**src/rtl/wall_scroller_pkg.sv**
```systemverilog
// Shared types and default geometry for the wall scroller and its queue.
package wall_scroller_pkg;

  localparam int X_W             = 8;
  localparam int H_W             = 8;
  localparam int SCREEN_W_DEF    = 160;
  localparam int WALL_SPACING_DEF = 48;
  localparam int SCROLL_STEP_DEF = 1;
  localparam int MAX_WALLS_DEF   = 4;
  localparam int BIRD_X_DEF      = 40;
  localparam int MIN_H_DEF       = 8;
  localparam int MAX_H_DEF       = 80;

  typedef enum logic [1:0] {
    IDLE,
    FILL,
    RUN,
    STOP
  } state_t;

  typedef struct packed {
    logic [X_W-1:0] x;
    logic [H_W-1:0] h;
  } wall_t;

  function automatic logic [H_W-1:0] clamp_height(input logic [H_W-1:0] raw,
                                                  input logic [H_W-1:0] lo,
                                                  input logic [H_W-1:0] hi);
    if (raw < lo) return lo;
    if (raw > hi) return hi;
    return raw;
  endfunction

endpackage

```
**src/rtl/wall_scroller_if.sv**
```systemverilog
// Valid/ready height stream from the wall height generator to the scroller.
interface wall_scroller_if;
  logic       height_valid;
  logic [7:0] height_data;
  logic       height_ready;

  modport master (output height_valid, output height_data, input height_ready);
  modport slave  (input height_valid, input height_data, output height_ready);
endinterface

```
**src/rtl/wall_scroller_fifo.sv**
```systemverilog
// Circular wall queue: push at tail, pop at head, parallel x decrement on
// scroll, registered indexed read, and a view of every slot for score detection.
module wall_scroller_fifo
  import wall_scroller_pkg::*;
#(
  parameter int DEPTH = MAX_WALLS_DEF,
  parameter int STEP  = SCROLL_STEP_DEF
) (
  input  logic                     clk,
  input  logic                     resetn,
  input  logic                     flush,
  input  logic                     push,
  input  wall_t                    push_entry,
  input  logic                     scroll,
  input  logic [$clog2(DEPTH)-1:0] rd_idx,
  output logic [X_W-1:0]           rd_x,
  output logic [H_W-1:0]           rd_h,
  output logic                     rd_valid,
  output logic [$clog2(DEPTH):0]   count,
  output logic [X_W-1:0]           newest_x,
  output logic [DEPTH-1:0]         occupied,
  output wall_t                    entries [DEPTH]
);

  localparam int IW = $clog2(DEPTH);
  localparam logic [X_W-1:0] STEP_X = X_W'(STEP);

  wall_t         mem [DEPTH];
  logic [IW-1:0] head;
  logic [IW-1:0] tail;
  logic [IW-1:0] newest;
  logic [IW-1:0] rd_slot;
  logic          pop;

  assign tail     = head + count[IW-1:0];
  assign newest   = tail - IW'(1);
  assign rd_slot  = head + rd_idx;
  assign newest_x = mem[newest].x;
  assign entries  = mem;

  // Only the oldest wall can have run off the left edge, so only head is tested for retirement.
  assign pop = scroll && (count != '0) && (mem[head].x < STEP_X);

  // A slot is live when its distance from head is below the current count.
  always_comb begin
    occupied = '0;
    for (int i = 0; i < DEPTH; i++) begin
      occupied[i] = {1'b0, IW'(i) - head} < count;
    end
  end

  // Storage and pointers: flush empties, scroll slides every x left, push fills the tail slot.
  always_ff @(posedge clk or negedge resetn) begin
    if (!resetn) begin
      head  <= '0;
      count <= '0;
      for (int i = 0; i < DEPTH; i++) begin
        mem[i] <= '0;
      end
    end else if (flush) begin
      head  <= '0;
      count <= '0;
    end else begin
      if (scroll) begin
        for (int i = 0; i < DEPTH; i++) begin
          mem[i].x <= (mem[i].x >= STEP_X) ? (mem[i].x - STEP_X) : '0;
        end
      end
      if (push) begin
        mem[tail] <= push_entry;
      end
      if (pop) begin
        head <= head + IW'(1);
      end
      count <= count + {{IW{1'b0}}, push} - {{IW{1'b0}}, pop};
    end
  end

  // Registered read port, zeroed when the requested index is beyond the live walls.
  always_ff @(posedge clk or negedge resetn) begin
    if (!resetn) begin
      rd_valid <= 1'b0;
      rd_x     <= '0;
      rd_h     <= '0;
    end else if ({1'b0, rd_idx} < count) begin
      rd_valid <= 1'b1;
      rd_x     <= mem[rd_slot].x;
      rd_h     <= mem[rd_slot].h;
    end else begin
      rd_valid <= 1'b0;
      rd_x     <= '0;
      rd_h     <= '0;
    end
  end

endmodule

```
**src/rtl/wall_scroller.sv**
```systemverilog
// Consumer of the wall height stream: run-state FSM, handshake, height clamp,
// scroll control and score detection around the circular wall queue.
module wall_scroller
  import wall_scroller_pkg::*;
#(
  parameter int SCREEN_W     = SCREEN_W_DEF,
  parameter int WALL_SPACING = WALL_SPACING_DEF,
  parameter int SCROLL_STEP  = SCROLL_STEP_DEF,
  parameter int MAX_WALLS    = MAX_WALLS_DEF,
  parameter int BIRD_X       = BIRD_X_DEF,
  parameter int MIN_H        = MIN_H_DEF,
  parameter int MAX_H        = MAX_H_DEF
) (
  input  logic                         clk,
  input  logic                         resetn,
  input  logic                         start,
  input  logic                         stop,
  input  logic                         frame_tick,
  wall_scroller_if.slave               hs,
  input  logic [$clog2(MAX_WALLS)-1:0] rd_idx,
  output logic [X_W-1:0]               rd_x,
  output logic [H_W-1:0]               rd_h,
  output logic                         rd_valid,
  output logic [$clog2(MAX_WALLS):0]   wall_count,
  output logic                         score_pulse,
  output logic                         running
);

  localparam int CW = $clog2(MAX_WALLS) + 1;
  localparam logic [CW-1:0]  MAX_CNT = CW'(MAX_WALLS);
  localparam logic [X_W-1:0] SPAWN_X = X_W'(SCREEN_W - 1);
  localparam logic [X_W-1:0] READY_X = X_W'(SCREEN_W - 1 - WALL_SPACING);
  localparam logic [X_W-1:0] BIRD_XV = X_W'(BIRD_X);
  localparam logic [X_W-1:0] STEP_X  = X_W'(SCROLL_STEP);
  localparam logic [H_W-1:0] MIN_HV  = H_W'(MIN_H);
  localparam logic [H_W-1:0] MAX_HV  = H_W'(MAX_H);

  state_t         state;
  logic           ready;
  logic           transfer;
  logic           push;
  logic           scroll;
  logic           flush;
  logic           pass_hit;
  wall_t          new_wall;
  logic [X_W-1:0] newest_x;
  logic [MAX_WALLS-1:0] occupied;
  wall_t          entries [MAX_WALLS];

  assign hs.height_ready = ready;
  assign transfer = hs.height_valid && ready;
  assign push     = transfer && !((state == RUN) && stop);
  assign scroll   = (state == RUN) && frame_tick && !stop;
  assign flush    = ((state == IDLE) || (state == STOP)) && start;
  assign new_wall = '{x: SPAWN_X, h: clamp_height(hs.height_data, MIN_HV, MAX_HV)};

  // Ready depends only on registered state so the generator never sees a combinational loop.
  always_comb begin
    ready = 1'b0;
    case (state)
      FILL:    ready = 1'b1;
      RUN:     ready = (wall_count < MAX_CNT) &&
                       ((wall_count == '0) || (newest_x <= READY_X));
      default: ready = 1'b0;
    endcase
  end

  // A wall scores on the tick that carries it from right of the bird column onto or past it.
  always_comb begin
    pass_hit = 1'b0;
    for (int i = 0; i < MAX_WALLS; i++) begin
      if (occupied[i] && (entries[i].x > BIRD_XV) && ((entries[i].x - STEP_X) <= BIRD_XV)) begin
        pass_hit = 1'b1;
      end
    end
  end

  // Run-state machine with running registered alongside the state.
  always_ff @(posedge clk or negedge resetn) begin
    if (!resetn) begin
      state   <= IDLE;
      running <= 1'b0;
    end else begin
      case (state)
        IDLE: if (start) begin
          state   <= FILL;
          running <= 1'b1;
        end
        FILL: if (transfer) begin
          state <= RUN;
        end
        RUN: if (stop) begin
          state   <= STOP;
          running <= 1'b0;
        end
        STOP: if (start) begin
          state   <= FILL;
          running <= 1'b1;
        end
        default: begin
          state   <= IDLE;
          running <= 1'b0;
        end
      endcase
    end
  end

  // Score pulse follows the scrolling tick by one cycle.
  always_ff @(posedge clk or negedge resetn) begin
    if (!resetn) begin
      score_pulse <= 1'b0;
    end else begin
      score_pulse <= scroll && pass_hit;
    end
  end

  wall_scroller_fifo #(
    .DEPTH (MAX_WALLS),
    .STEP  (SCROLL_STEP)
  ) u_fifo (
    .clk        (clk),
    .resetn     (resetn),
    .flush      (flush),
    .push       (push),
    .push_entry (new_wall),
    .scroll     (scroll),
    .rd_idx     (rd_idx),
    .rd_x       (rd_x),
    .rd_h       (rd_h),
    .rd_valid   (rd_valid),
    .count      (wall_count),
    .newest_x   (newest_x),
    .occupied   (occupied),
    .entries    (entries)
  );

endmodule
```
**src/flat_wrapper.sv**
```systemverilog
// flat-port wrapper written by rule: the top's interface ports become plain ports
module wall_scroller_flat import wall_scroller_pkg::*;
#(
  parameter int SCREEN_W     = SCREEN_W_DEF,
  parameter int WALL_SPACING = WALL_SPACING_DEF,
  parameter int SCROLL_STEP  = SCROLL_STEP_DEF,
  parameter int MAX_WALLS    = MAX_WALLS_DEF,
  parameter int BIRD_X       = BIRD_X_DEF,
  parameter int MIN_H        = MIN_H_DEF,
  parameter int MAX_H        = MAX_H_DEF
)
  (clk, resetn, start, stop, frame_tick, rd_idx, rd_x, rd_h, rd_valid, wall_count, score_pulse, running, hs_height_valid, hs_height_data, hs_height_ready);
  wall_scroller_if hs_i ();
  input  logic clk;
  input  logic resetn;
  input  logic start;
  input  logic stop;
  input  logic frame_tick;
  input  logic [$clog2(MAX_WALLS)-1:0] rd_idx;
  output logic [X_W-1:0] rd_x;
  output logic [H_W-1:0] rd_h;
  output logic rd_valid;
  output logic [$clog2(MAX_WALLS):0] wall_count;
  output logic score_pulse;
  output logic running;
  input wire logic [$bits(hs_i.height_valid)-1:0] hs_height_valid;
  input wire logic [$bits(hs_i.height_data)-1:0] hs_height_data;
  output wire logic [$bits(hs_i.height_ready)-1:0] hs_height_ready;
  assign hs_i.height_valid = hs_height_valid;
  assign hs_i.height_data = hs_height_data;
  assign hs_height_ready = hs_i.height_ready;
  wall_scroller #(.SCREEN_W(SCREEN_W), .WALL_SPACING(WALL_SPACING), .SCROLL_STEP(SCROLL_STEP), .MAX_WALLS(MAX_WALLS), .BIRD_X(BIRD_X), .MIN_H(MIN_H), .MAX_H(MAX_H)) u_core (.clk(clk), .resetn(resetn), .start(start), .stop(stop), .frame_tick(frame_tick), .hs(hs_i), .rd_idx(rd_idx), .rd_x(rd_x), .rd_h(rd_h), .rd_valid(rd_valid), .wall_count(wall_count), .score_pulse(score_pulse), .running(running));
endmodule
```
**config.mk**
```make
export PLATFORM = sky130hd
export DESIGN_NAME = wall_scroller_flat
export DESIGN_NICKNAME = d
export VERILOG_FILES = /design/src/rtl/wall_scroller_pkg.sv /design/src/rtl/wall_scroller_if.sv /design/src/rtl/wall_scroller_fifo.sv /design/src/rtl/wall_scroller.sv /design/src/flat_wrapper.sv
export SDC_FILE = /design/constraint.sdc
export NUM_CORES = 1
export LEC_CHECK = 0
export ABC_AREA = 0
export ABC_CLOCK_PERIOD_IN_PS = 9160
export CAP_MARGIN = 10
export CELL_PAD_IN_SITES_DETAIL_PLACEMENT = 0
export CELL_PAD_IN_SITES_GLOBAL_PLACEMENT = 1
export CORE_AREA = 2 2 108 110
export DETAILED_ROUTE_END_ITERATION = 6
export DIE_AREA = 0 0 110 112
export GPL_TIMING_DRIVEN = 0
export PLACE_DENSITY = 0.9
export SYNTH_ARGS = -nofsm -noshare
export SYNTH_HDL_FRONTEND = slang
export SYNTH_SLANG_ARGS = --single-unit
```
**constraint.sdc**
```tcl
create_clock -name clk -period 9.16 [get_ports clk]
set_clock_uncertainty 0.1 [all_clocks]
set_input_delay 1.374 -clock clk [delete_from_list [all_inputs] [get_ports clk]]
set_output_delay 1.374 -clock clk [all_outputs]
set_load 0.01 [all_outputs]
```
; Word-level counts from Yosys, hierarchy flattened
; Cells that the tools add are included.
[totals]
regBits = 90
input_bits = 16
output_inout_bits = 23
[classes]
n_eq_ne = 6
n_addsub = 14
magnitude_cmp = 27
reduce_logical = 32
n_mux = 50
bitwise_logic = 5
[op_table]
columns = cell, count
row1 = 8-bit two-way mux, 18
row2 = 16-bit two-way mux, 7
row3 = 16-bit binary-select mux with 2-bit select, 3
row4 = 64-bit bitwise mux, 1
row5 = 64-bit two-way mux, 1
row6 = 16-bit demux with 2-bit select, 1
row7 = "8-bit by 1-bit >= comparator with 1-bit output, second input constant", 4
row8 = "8-bit by 6-bit > comparator with 1-bit output, second input constant", 4
row9 = "8-bit by 6-bit <= comparator with 1-bit output, second input constant", 4
row10 = "8-bit by 1-bit subtractor with 8-bit output, second input constant", 4
row11 = 1-bit logical AND, 19
row12 = 2-bit by 3-bit less-than comparator with 1-bit output, 5
row13 = "3-bit >= comparator, second input constant", 4
row14 = 2-bit NOT with 3-bit output, 4
row15 = 1-bit two-way mux, 10
row16 = 2-bit two-way mux, 5
row17 = "8-bit by 7-bit > comparator with 1-bit output, second input constant", 1
row18 = "8-bit by 7-bit <= comparator with 1-bit output, second input constant", 1
row19 = "8-bit by 1-bit less-than comparator with 1-bit output, second input constant", 1
row20 = "8-bit by 4-bit less-than comparator with 1-bit output, second input constant", 1
row21 = 2-bit one-hot mux with 3 select lines, 1
row22 = 3-bit AND reduction, 2
row23 = 2-bit adder, 2
row24 = "2-bit equality test, second input constant", 2
row25 = other kinds (22), 29

; Logic depth before layout (Yosys ltp)
[depth]
ltp_word = 15
ltp_mapped = 16

; Cells and area by module
; From an unflattened synthesis, not the netlist that was laid out.
[unflattened]
cells_unflattened = 552
hier_area_um2 = 5576.6
[by_module_without_submodules]
columns = mod, n_inst, area_each_um2, seq_area_each_um2, cells_each
row1 = wall_scroller_fifo, 1, 5121.2, 2152.1, 494
row2 = wall_scroller, 1, 455.4, 100.1, 58

; Least setup slack after synthesis
; No wires, ideal clock.
[synth_path]
path_kind = register to register
from = register u_core.u_fifo.count[1]
to = register u_core.u_fifo.count[2]
synth_period_minus_slack_ns = 3.637
path_buffers = 0
t_required_ns = 8.930
arrival_ns = 3.407
path_stages_with_launch = 16
path_slack_ns = 5.523
cell_sequence = dfrtp_1 -> inv_1 -> ha_1 -> xor2_1 -> ha_1 -> nor3_1 -> a221oi_1 -> nand2_1 -> ha_1 -> inv_1 -> ha_1 -> inv_1 -> fa_1 -> xnor2_1 -> xnor2_1 -> nor2_1
[synth_between]
elab_chain_cells = 15
[synth_rtl]
columns = item, line_no
row1 = from (decl), wall_scroller_fifo.sv:19  ; output logic [$clog2(DEPTH):0] count,
row2 = from (signal assigned), wall_scroller_fifo.sv:75  ; count <= count + {{IW{1'b0}}, push} - {{IW{1'b0}}, pop};
row3 = 2-bit adder, wall_scroller_fifo.sv:35  ; assign tail = head + count[IW-1:0];
row4 = 2-bit by 1-bit subtractor with 2-bit output, wall_scroller_fifo.sv:36  ; assign newest = tail - IW'(1);
row5 = 2-bit NOT with 3-bit output (implied by the code), wall_scroller_fifo.sv:38  ; assign newest_x = mem[newest].x;
row6 = 16-bit binary-select mux with 2-bit select, wall_scroller_fifo.sv:38
row7 = 16-bit two-way mux (implied by the code) (2 in series), wall_scroller_fifo.sv:38
row8 = 8-bit by 7-bit <= comparator with 1-bit output, wall_scroller.sv:63  ; ((wall_count == '0) || (newest_x <= READY_X));
row9 = 1-bit logical OR, wall_scroller.sv:63
row10 = 1-bit logical AND, wall_scroller.sv:62  ; RUN: ready = (wall_count < MAX_CNT) &&
row11 = 1-bit one-hot mux with 2 select lines, wall_scroller.sv:60  ; case (state)
row12 = 1-bit logical AND, wall_scroller.sv:51  ; assign transfer = hs.height_valid && ready;
row13 = 1-bit logical AND, wall_scroller.sv:52  ; assign push = transfer && !((state == RUN) && stop);
row14 = 3-bit by 1-bit adder with 3-bit output, wall_scroller_fifo.sv:75
row15 = 3-bit by 1-bit subtractor with 3-bit output (*), wall_scroller_fifo.sv:75
row16 = 3-bit two-way mux (*), wall_scroller_fifo.sv:60  ; end else if (flush) begin
; Every way passes the cells marked *; elsewhere a longest branch is shown, timed or not. The select of a mux whose other input is x is not followed.
; A chain may end at the register's enable or synchronous reset.

; Final worst setup path
[layout_path]
from = register u_core.u_fifo.count[1]
to = output hs_height_ready
[layout_between]
elab_chain_cells = 10
[layout_rtl]
columns = item, line_no
row1 = 2-bit adder, wall_scroller_fifo.sv:35
row2 = 2-bit by 1-bit subtractor with 2-bit output, wall_scroller_fifo.sv:36
row3 = 2-bit NOT with 3-bit output (implied by the code), wall_scroller_fifo.sv:38
row4 = 16-bit binary-select mux with 2-bit select, wall_scroller_fifo.sv:38
row5 = 16-bit two-way mux (implied by the code) (2 in series), wall_scroller_fifo.sv:38
row6 = 8-bit by 7-bit <= comparator with 1-bit output, wall_scroller.sv:63
row7 = 1-bit logical OR, wall_scroller.sv:63
row8 = 1-bit logical AND (*), wall_scroller.sv:62
row9 = 1-bit one-hot mux with 2 select lines (*), wall_scroller.sv:60
row10 = to (decl), flat_wrapper.sv:28  ; output wire logic [$bits(hs_i.height_ready)-1:0] hs_height_ready;
; Marked as above.

==> results.json <==
{
  "synthCells": 553,
  "period_minus_slack_ps": 4740,
  "setup_viol_count_final": 0,
  "holdWs_ps": 378,
  "avgRoutedWirePerCell_um": 18.5,
  "grt_max_degree": 57,
  "rsz0062_at_grt": "false",
  "start_kind": "register",
  "clk_latency_ps": 350,
  "grt_util_all_layers_pct": 24.2,
  "synth_area_mm2": 0.00543,
  "slew_headroom_pct": 30.2,
  "drt_first_pass_iters": 5,
  "grt_overflow_total": 0,
  "fin_setup_tns_ps": 0,
  "clk_pin_slew_ps": 70,
  "yosysWarnings": 0,
  "final_max_slew_viol_count": 0,
  "clock_sinks": 90,
  "endpoint_kind": "output pin",
  "worst_slew_pin_slew_ps": 1040,
  "maxCapViolations": 0,
  "fillers": 995,
  "hold_viol": 0,
  "core.rowCount": 39,
  "syn_area_per_cell_um2": 9.82,
  "synthArstFlopShare_pct": 100,
  "root_buffer": "clkbuf_16",
  "antenna_cells": 0,
  "cp.arrival_ps": 3260,
  "dieArea_mm2": 0.0123,
  "grt_pass1_wl_um": 22900,
  "antenna_left": 0,
  "drive_gt1_share_pct": 11.5,
  "hold_buffers": 0,
  "fmax_mhz": 211,
  "avgViaCountPerCell": 6.06,
  "grt_pass1_vias": 4449,
  "core_mm2": 0.0112,
  "synthFlopType": "dfrtp_1",
  "yosysUniqueCellTypes": 63,
  "clockBufferDepth": 2,
  "drt-total-wl_um": 13800,
  "powerDensity_mw_per_mm2": 279,
  "vdd_ir_drop_max_uv": 127,
  "vias": 4548,
  "outcome": "completed",
  "finalNetCount": 653,
  "cts_buffers": 9,
  "synth_edf_count": 0,
  "synth-seq-area-share_pct": 41.5,
  "hp-class": "register to register",
  "htree_levels": 3,
  "preCtsSetupSlack_ps": 4740,
  "critPathKind": "register to output pin",
  "die_height_um": 112,
  "cts_setup_buffers": 0,
  "synthToLayoutAreaGrowth_pct": 16.1,
  "p_leak_nw": 2.76,
  "setup_ws_ps": 4420,
  "ys_seq_elements": 90,
  "start_util_pct": 48.6,
  "cp.required_ps": 7690,
  "fin_crit_sh_pct": 51.7,
  "portBuffers": 38,
  "synth_top_cell_by_area": "dfrtp_1",
  "cts_tree": "done",
  "place_hpwl_um": 9910,
  "worstPathMaxFanout": 8,
  "drc": 0,
  "antenna_found_initial": 0,
  "synth_nets": 603,
  "fp.dieW_um": 110,
  "yosys.area.top_type_share_pct": 41.5,
  "cts_resized": 0,
  "io_pins": 39,
  "synth_area_leaders": "dfrtp_1, ha_1, mux4_2",
  "drt-initial-drc-count": 402,
  "gp_congestion": 0.924
}
[final timing paths]
check / startpoint / end / slack (ps) / cells after the start
max: u_core.u_fifo.count[1] / hs_height_ready / 4420 / 8
min in group asynchronous: resetn / u_core.u_fifo.entries[59] / 890 / 1
min reg2reg: register / register / 380 / 2
max in group asynchronous: resetn / async pin / 7450 / 2
max reg2reg: u_core.u_fifo.head[0] / u_core.u_fifo.count[2] / 5110 / 15
min: register / register / 380 / 2
[layout by cell type (no fill, tap or decap), types with 3 or more instances in the layout]
| master | n |
|---|---|
| dfrtp_1 | 90 |
| nand2_1 | 63 |
| a21oi_1 | 37 |
| clkdlybuf4s50_1 | 37 |
| ha_1 | 33 |
| nor2_1 | 32 |
| o21ai_0 | 29 |
| inv_1 | 28 |
| clkbuf_1 | 24 |
| nor2b_1 | 22 |
| mux4_2 | 15 |
| mux2_2 | 15 |
| nand2b_1 | 14 |
| nor3_1 | 11 |
| nand3_1 | 11 |
| o211ai_1 | 10 |
| o311ai_0 | 10 |
| clkbuf_16 | 9 |
| or3_1 | 8 |
| a31oi_1 | 6 |
| and2_1 | 6 |
| or4_1 | 5 |
| buf_2 | 5 |
| xnor2_1 | 5 |
| a211oi_1 | 4 |
| or3b_2 | 4 |
| and3_1 | 4 |
| o221ai_1 | 4 |
| buf_4 | 3 |
| xor2_1 | 3 |
| a311oi_1 | 3 |
| or4_4 | 3 |
| o31ai_1 | 3 |
| a211o_1 | 3 |
[cell families after synthesis]
family	synth area share, %
compound gates	15.7
xor+xnor	1.29
simple gates	19.1
flops	41.5
mux	10.0
buf+inv	4.54
fa+ha+maj	7.97
[worst max-delay path, cell delays in order, from the launching register on]
cell and delay, ps:
dfrtp_1 450, inv_1 170, ha_1 380, xor2_1 260, ha_1 300, a41oi_1 550, nand2_1 100, nor2_1 140
clkdlybuf4s50_1 560
[power breakdown]
| part | switching (mW) | internal, mW | total [mW] |
|---|---|---|---|
| sequential | 0.110 | 0.517 | 0.627 |
| combinational | 0.421 | 0.334 | 0.755 |
| clock | 0.164 | 0.212 | 0.376 |
[synthesized netlist by cell type, types with 3 or more instances]
library cell,count
a211o_1,3
a211oi_1,4
a21oi_1,37
a311oi_1,3
a31oi_1,6
and2_1,6
and3_1,4
buf_2,5
clkbuf_1,23
dfrtp_1,90
ha_1,33
inv_1,28
mux2_2,15
mux4_2,15
nand2_1,63
nand2b_1,14
nand3_1,11
nor2_1,32
nor2b_1,22
nor3_1,11
o211ai_1,10
o21ai_0,29
o221ai_1,4
o311ai_0,10
o31ai_1,3
or3_1,8
or3b_2,4
or4_1,5
or4_4,3
xnor2_1,5
xor2_1,3
[routing by layer]
layer | global-route usage (%) | share of wire [%] | wire [um] | vias to the layer above
met5 | 0 | 0 | 0 | -
met4 | 9.62 | 2.5 | 350 | 0
met3 | 3.92 | 6.5 | 894 | 29
met2 | 37.4 | 48 | 6670 | 184
met1 | 33.7 | 43 | 5930 | 2243
li1 | - | - | - | 2092
[final cells by class]
class | instances | area (um^2) | area share, %
buffer | 32 | 141 | 2.24
sequential | 90 | 2250 | 35.7
multi-input combinational | 403 | 2930 | 46.5
timing repair buffer | 39 | 405 | 6.43
tap | 143 | 179 | 2.84
clock buffer | 10 | 229 | 3.63
clock inverter | 5 | 62.6 | 0.992
inverter | 28 | 105 | 1.67
[metrics by stage]
stage               cells  instance area, um^2  power, mW  utilization [%]
global route          750                 6310       1.88             56.4
global placement      734                 5990       1.34             53.6
detailed placement    735                 6020       1.38             53.8
CTS                   750                 6310       1.76             56.4
finish                750                 6310       1.76             56.4
floorplan             553                 5430       1.13                -
No activity file was read; power rests on OpenSTA's default activity.
